<file path="config.mk">
export PLATFORM = sky130hd
export DESIGN_NAME = backend_cfg_ctrl
export DESIGN_NICKNAME = d
export VERILOG_FILES = /design/src/rtl/backend_cfg_ctrl.sv
export SDC_FILE = /design/constraint.sdc
export NUM_CORES = 1
export LEC_CHECK = 0
export ABC_AREA = 1
export BUFFER_PORTS_ARGS = -buffer_cell sky130_fd_sc_hd__buf_2
export CORE_MARGIN = 2
export CORE_UTILIZATION = 55
export DETAILED_ROUTE_END_ITERATION = 8
export MAX_ROUTING_LAYER = met4
export PLACE_DENSITY = 0.78
export SYNTH_ARGS = -nofsm -noshare
export SYNTH_HDL_FRONTEND = slang
export SYNTH_SLANG_ARGS = --single-unit
</file>
<file path="constraint.sdc">
create_clock -name i_clk -period 1.9 [get_ports i_clk]
set_input_delay 0.095 -clock i_clk [delete_from_list [all_inputs] [get_ports i_clk]]
set_output_delay 0.095 -clock i_clk [all_outputs]
set_load 0.005 [all_outputs]
</file>
<file path="src/rtl/backend_cfg_ctrl.sv">
// -----------------------------------------------------------------------------
// backend_cfg_ctrl
//
// Configuration controller for the analog backend. Two requesters compete for
// gain updates. A round-robin arbiter picks one. For each accepted request the
// block then:
//   1. captures the 5-bit gain word into a shadow register,
//   2. holds the backend in reset,
//   3. shifts the word out LSB first on sclk/sdin,
//   4. waits for the backend ready flag.
// This block is the only driver of the backend's reset and serial-config pins.
//
// Optional feature macro: BECTRL_TIMEOUT_EN
//   defined   -> a watchdog bounds WAIT_RDY. On expiry o_err pulses and the
//                backend is left in reset.
//   undefined -> WAIT_RDY waits for i_ready indefinitely and o_err stays 0.
//
// Parameters
//   SCLK_DIV    i_clk cycles per o_sclk half-period (>=1)
//   RST_CYCLES  i_clk cycles o_resetb_be is held low per transaction (>=1)
//   TIMEOUT     i_clk cycles allowed for i_ready after the frame ends
//
// Ports
//   i_clk        rising-edge clock
//   i_resetbAll  synchronous active-low reset
//   i_req[1:0]   level request per requester, held until its grant
//   i_cfg0/1     gain word {gainA2[2:0], gainA1[1:0]} of requester 0/1
//   i_ready      backend ready flag
//   o_gnt[1:0]   one-hot 1-cycle grant pulse (cfg captured)
//   o_done[1:0]  one-hot 1-cycle pulse when the granted transaction ends
//   o_err        1-cycle timeout pulse, coincident with o_done
//   o_busy       high from the grant cycle through the done cycle
//   o_resetb_be  backend reset, active-low
//   o_sclk       serial config clock
//   o_sdin       serial config data
// -----------------------------------------------------------------------------
module backend_cfg_ctrl #(
  parameter int SCLK_DIV   = 2,
  parameter int RST_CYCLES = 4,
  parameter int TIMEOUT    = 64
) (
  input  logic       i_clk,
  input  logic       i_resetbAll,
  input  logic [1:0] i_req,
  input  logic [4:0] i_cfg0,
  input  logic [4:0] i_cfg1,
  input  logic       i_ready,
  output logic [1:0] o_gnt,
  output logic [1:0] o_done,
  output logic       o_err,
  output logic       o_busy,
  output logic       o_resetb_be,
  output logic       o_sclk,
  output logic       o_sdin
);

  // One shared counter serves RST, SHIFT and WAIT_RDY.
  // It is sized for the largest of the three limits.
  localparam int SW  = $clog2(SCLK_DIV) + 1;
  localparam int RW  = $clog2(RST_CYCLES) + 1;
  localparam int TW  = $clog2(TIMEOUT) + 1;
  localparam int CW0 = (SW > RW) ? SW : RW;
  localparam int CW  = (CW0 > TW) ? CW0 : TW;

  localparam logic [CW-1:0] RST_LAST = CW'(RST_CYCLES - 1);
  localparam logic [CW-1:0] DIV_LAST = CW'(SCLK_DIV - 1);
`ifdef BECTRL_TIMEOUT_EN
  localparam logic [CW-1:0] TO_LAST  = CW'(TIMEOUT - 1);
`endif

  typedef enum logic [2:0] {
    S_IDLE,
    S_RST,
    S_SHIFT,
    S_WAIT,
    S_DONE
  } state_t;

  state_t        state_q, state_d;
  logic [CW-1:0] cnt_q, cnt_d;
  logic [3:0]    phase_q, phase_d;   // 10 half-periods: even = low, odd = high
  logic [3:0]    phase_nxt;
  logic [4:0]    shadow_q, shadow_d;
  logic          owner_q, owner_d;   // requester being served
  logic          prio_q, prio_d;     // requester that wins a tie
  logic          pick;
  logic [1:0]    gnt_q, gnt_d;
  logic [1:0]    done_q, done_d;
  logic          err_q, err_d;
  logic          busy_q, busy_d;
  logic          resetb_q, resetb_d;
  logic          sclk_q, sclk_d;
  logic          sdin_q, sdin_d;

  // A single requester wins outright.
  // On a tie, the requester not served last wins.
  assign pick      = (i_req == 2'b11) ? prio_q : i_req[1];
  assign phase_nxt = phase_q + 4'd1;

  // NOTE: every signal written below gets a default first, so no path can leave
  // one unassigned and infer a latch.
  always_comb begin
    state_d  = state_q;
    cnt_d    = cnt_q;
    phase_d  = phase_q;
    shadow_d = shadow_q;
    owner_d  = owner_q;
    prio_d   = prio_q;
    gnt_d    = 2'b00;
    done_d   = 2'b00;
    err_d    = 1'b0;
    busy_d   = busy_q;
    resetb_d = resetb_q;
    sclk_d   = sclk_q;
    sdin_d   = sdin_q;

    unique case (state_q)
      S_IDLE: begin
        if (|i_req) begin
          owner_d  = pick;
          prio_d   = ~pick;
          shadow_d = pick ? i_cfg1 : i_cfg0;
          gnt_d    = pick ? 2'b10 : 2'b01;
          busy_d   = 1'b1;
          resetb_d = 1'b0;
          cnt_d    = '0;
          state_d  = S_RST;
        end
      end

      S_RST: begin
        if (cnt_q == RST_LAST) begin
          resetb_d = 1'b1;
          cnt_d    = '0;
          phase_d  = 4'd0;
          sclk_d   = 1'b0;
          sdin_d   = shadow_q[0];
          state_d  = S_SHIFT;
        end else begin
          cnt_d = cnt_q + 1'b1;
        end
      end

      S_SHIFT: begin
        if (cnt_q == DIV_LAST) begin
          cnt_d = '0;
          if (phase_q == 4'd9) begin
            sclk_d  = 1'b0;
            sdin_d  = 1'b0;
            state_d = S_WAIT;
          end else begin
            phase_d = phase_nxt;
            sclk_d  = ~sclk_q;
            // Data changes only when a high phase ends.
            // This keeps sdin stable across every rising sclk.
            if (sclk_q) sdin_d = shadow_q[phase_nxt[3:1]];
          end
        end else begin
          cnt_d = cnt_q + 1'b1;
        end
      end

      S_WAIT: begin
        if (i_ready) begin
          done_d  = owner_q ? 2'b10 : 2'b01;
          state_d = S_DONE;
        end
`ifdef BECTRL_TIMEOUT_EN
        else if (cnt_q == TO_LAST) begin
          done_d   = owner_q ? 2'b10 : 2'b01;
          err_d    = 1'b1;
          resetb_d = 1'b0;    // backend is left in reset after a timeout
          state_d  = S_DONE;
        end else begin
          cnt_d = cnt_q + 1'b1;
        end
`endif
      end

      S_DONE: begin
        busy_d  = 1'b0;
        state_d = S_IDLE;
      end

      default: state_d = S_IDLE;
    endcase
  end

  // NOTE: state is updated with non-blocking assignments so every register
  // samples its next value from the same pre-edge snapshot.
  always_ff @(posedge i_clk) begin
    if (!i_resetbAll) begin
      state_q  <= S_IDLE;
      cnt_q    <= '0;
      phase_q  <= 4'd0;
      // NOTE: the shadow word needs no reset for correctness.
      // It is cleared anyway so the block never shifts out X after reset.
      shadow_q <= 5'd0;
      owner_q  <= 1'b0;
      prio_q   <= 1'b0;
      gnt_q    <= 2'b00;
      done_q   <= 2'b00;
      err_q    <= 1'b0;
      busy_q   <= 1'b0;
      resetb_q <= 1'b0;
      sclk_q   <= 1'b0;
      sdin_q   <= 1'b0;
    end else begin
      state_q  <= state_d;
      cnt_q    <= cnt_d;
      phase_q  <= phase_d;
      shadow_q <= shadow_d;
      owner_q  <= owner_d;
      prio_q   <= prio_d;
      gnt_q    <= gnt_d;
      done_q   <= done_d;
      err_q    <= err_d;
      busy_q   <= busy_d;
      resetb_q <= resetb_d;
      sclk_q   <= sclk_d;
      sdin_q   <= sdin_d;
    end
  end

  assign o_gnt       = gnt_q;
  assign o_done      = done_q;
  assign o_err       = err_q;
  assign o_busy      = busy_q;
  assign o_resetb_be = resetb_q;
  assign o_sclk      = sclk_q;
  assign o_sdin      = sdin_q;

endmodule

</file>
==> flow_metrics.tcl <==
set metrics [dict create \
    maxCapViolCount 0 \
    wire_per_inst_um 10.5 \
    worstHoldEndpoint "shadow_q[3]$_SDFFE_PN0P_" \
    grt_remaining_overflow 0 \
    layout_cells_sized_above_1_pct 18.2 \
    period_minus_slack_ns 1.55 \
    drt-initial-drc-count 49 \
    crit_required_ns 2.14 \
    worstHoldPathType "primary input to flip-flop" \
    leakage_dissipation_nw 0.860 \
    grt_antenna_before_repair 0 \
    layout-area-overhead-vs-synth_pct 15.5 \
    cp.buffers_inverters 1 \
    timing.critical_path.max_delay_family "simple AND/OR/NAND/NOR gates" \
    die_h_um 56.9 \
    syn-mean-instance-area_um2 6.71 \
    reg2reg_setup_slack_ns 0.35 \
    synth-seq-area-share_pct 37.8 \
    synth-edff-count 0 \
    post_cts.repair.setup_buffers 0 \
    ctsLongestPathBuffers 2 \
    syn-instance-count 229 \
    post-dp-hpwl_mm 2.21 \
    final_cell_mix "68 x nand2_1, 29 x dfxtp_1, 28 x nor2_1" \
    first_global_vias 1280 \
    placement_rows 19 \
    sink_count_of_the_clock_tree 29 \
    clock_insertion_delay_worst_skew_ns 0.34 \
    dp.cells 279 \
    final_critical_path_setup_slack_ns 0.348 \
    place.gp.congestion 0.869 \
    clock_tree.htree_level_count 2 \
    power-per-cell-area_mw_per_mm2 1350 \
    ys_seq_elements 29 \
    min_from "i_cfg0[3]" \
    unrepaired_setup_endpoints_after_global_routing "false" \
    setup_total_negative_slack_ns 0 \
    path_cells "ha_1, inv_1, nor2_1, nand2_1, nand2_4, nand2_2, o21ai_1, nor2_1" \
    cts_buffer_count 5 \
    critPathLaunchType "flip-flop" \
    rr_endpoint "cnt_q[3]$_SDFFE_PN0P_" \
    worst_ir_drop_on_vdd_v 0.000943 \
    ys_dominant_reg_cell "dfxtp_1" \
    die-width_um 56.9 \
    worstPathArrival_ns 1.79 \
    floorplan.die_area_mm2 0.00323 \
    report.final.hold_viol_count 0 \
    timing.clock.skew_ns 0.0126 \
    holdPathStages 3 \
    synth.yosys.warnings 0 \
    tritoncts "yes" \
    crit_type "flip-flop to flip-flop" \
    num_io_pins 24 \
    post_place_worst_slack_ns 0.363 \
    cts-resized-gates 0 \
    design.core.area_mm2 0.00271 \
    place.port_buffers 22 \
    wirelength_mm 3.03 \
    totalPowerFinal_mw 2.40 \
    clk_pin_slew_worst_paths_ns 0.10 \
    grt_use_total_pct 21.8 \
    path_common_cell "nor2_1" \
    largest_net_degree_at_the_start_of_global_routing 13 \
    layout.cells.most_common "nand2_1" \
    critical_path.slowest_cell "dfxtp_1" \
    status "finished, final reports clean" \
    fmax_mhz 644 \
    worst-r2r-cell-count 8 \
    synthArstFlopShare_pct 0 \
    final_cells 289 \
    drc 0 \
    final.period_utilization_pct 81.7 \
    finalSetupViolCount 0 \
    final_max_slew_viol_count 0 \
    route.vias.total 1435 \
    cts_hold_buf 2 \
    crit_path_max_fanout 5 \
    initial_utilization_pct 56.7 \
    layout.core_utilization_pct 65.5 \
    synth.lib_cells_used.distinct 25 \
    critical_r2r_launch "cnt_q[0]$_SDFFE_PN0P_" \
    grt_pass1_wl_mm 5.28 \
    route.detailed.vias_per_inst 4.97 \
    postRouteAntennaNets 0 \
    sort_of_element_at_the_end_of_the_critical_path "flip-flop" \
    clk_root_buffer_cell "clkbuf_4" \
    insertedDiodeCount 0 \
    nets 276 \
    critical_path.max_stage_delay_ns 0.42 \
    mappedNetlistNets 248 \
    first_pass_iters 4 \
    synthesis.area_mm2 0.00154 \
]
## cell type report
class / instances / area [µm²]
Clock buffer: 7 / 55.1
Inverter: 32 / 120
Multi-Input combinational cell: 165 / 820
Timing Repair Buffer: 24 / 130
Fill cell: 267 / 936
Clock inverter: 1 / 30.0
Tap cell: 31 / 38.8
Sequential cell: 29 / 581
## cells by family (layout without fill, tap and decap cells)
kind of cell | count (synthesis) | after routing | share of synthesized area (%)
flip-flops | 29 | 29 | 37.8
AO/OA/AOI/OAI | 29 | 29 | 10.3
buffers and inverters | 35 | 64 | 8.88
adder cells (fa/ha/maj) | 4 | 4 | 3.26
AND/OR/NAND/NOR | 131 | 131 | 39.6
other | 1 | 1 | 0.244
## per-layer routing
| metal | track usage (%) | up-vias | routed length [µm] |
|---|---|---|---|
| met4 | 11.3 | 0 | 56 |
| met2 | 31.4 | 25 | 1380 |
| met5 | - | - | 0 |
| li1 | - | 778 | - |
| met1 | 28.3 | 627 | 1490 |
| met3 | 5.07 | 5 | 103 |
## cells in the mapped netlist (4+ instances only)
library cell	count	area share, %
nand2_1	68	17
dfxtp_1	29	38
nor2_1	28	6.8
inv_1	27	6.6
nand3_1	18	5.9
o21ai_0	11	3.6
a21oi_1	9	2.9
inv_2	5	1.2
a31oi_1	4	1.6
ha_1	4	3.3
nand4_1	4	1.6
nor2_4	4	2.9
## metrics by stage
stage / hold slack (ns) / area (µm²)
3_3_place_gp: 0.302 / 1670
6_report: 0.0118 / 1770
5_1_grt: 0.0190 / 1770
3_5_place_dp: 0.300 / 1670
2_1_floorplan: 0.208 / 1540
4_1_cts: 0.00587 / 1770
## report_power, final
group          switching (mW)  total, mW  internal [mW]
clock network           0.223      0.537          0.314
logic                   0.650       1.00          0.352
registers               0.126      0.864          0.737
total                   0.999       2.40           1.40
## tightest hold or removal path: cells and delay by family
kind / cells / cell delay [ns]
buffers and inverters: 1 / 0.09
AOI/OAI and AO/OA: 1 / 0.06
and+or+nand+nor: 1 / 0.05
## sequential cells by signal, summed over array words and instances (netlist names)
register	flops
o_gnt	2
o_sclk	1
shadow_q	5
o_sdin	1
owner_q	1
o_resetb_be	1
o_busy	1
cnt_q	7
phase_q	4
o_done	2
prio_q	1
state_q	3
## how the worst max path moves through the flow
stage / start / depth (start not counted) / endpoint / slack (ns)
2_1_floorplan: cnt_q[0]$_SDFFE_PN0P_ / 8 / cnt_q[3]$_SDFFE_PN0P_ / 0.56
3_3_place_gp: cnt_q[0]$_SDFFE_PN0P_ / 8 / cnt_q[3]$_SDFFE_PN0P_ / 0.37
3_5_place_dp: cnt_q[0]$_SDFFE_PN0P_ / 8 / cnt_q[3]$_SDFFE_PN0P_ / 0.36
4_1_cts: cnt_q[0]$_SDFFE_PN0P_ / 8 / cnt_q[3]$_SDFFE_PN0P_ / 0.33
5_1_grt: cnt_q[0]$_SDFFE_PN0P_ / 8 / cnt_q[3]$_SDFFE_PN0P_ / 0.18
6_report: cnt_q[0]$_SDFFE_PN0P_ / 8 / cnt_q[3]$_SDFFE_PN0P_ / 0.35
No activity file was read; power rests on OpenSTA's default activity.
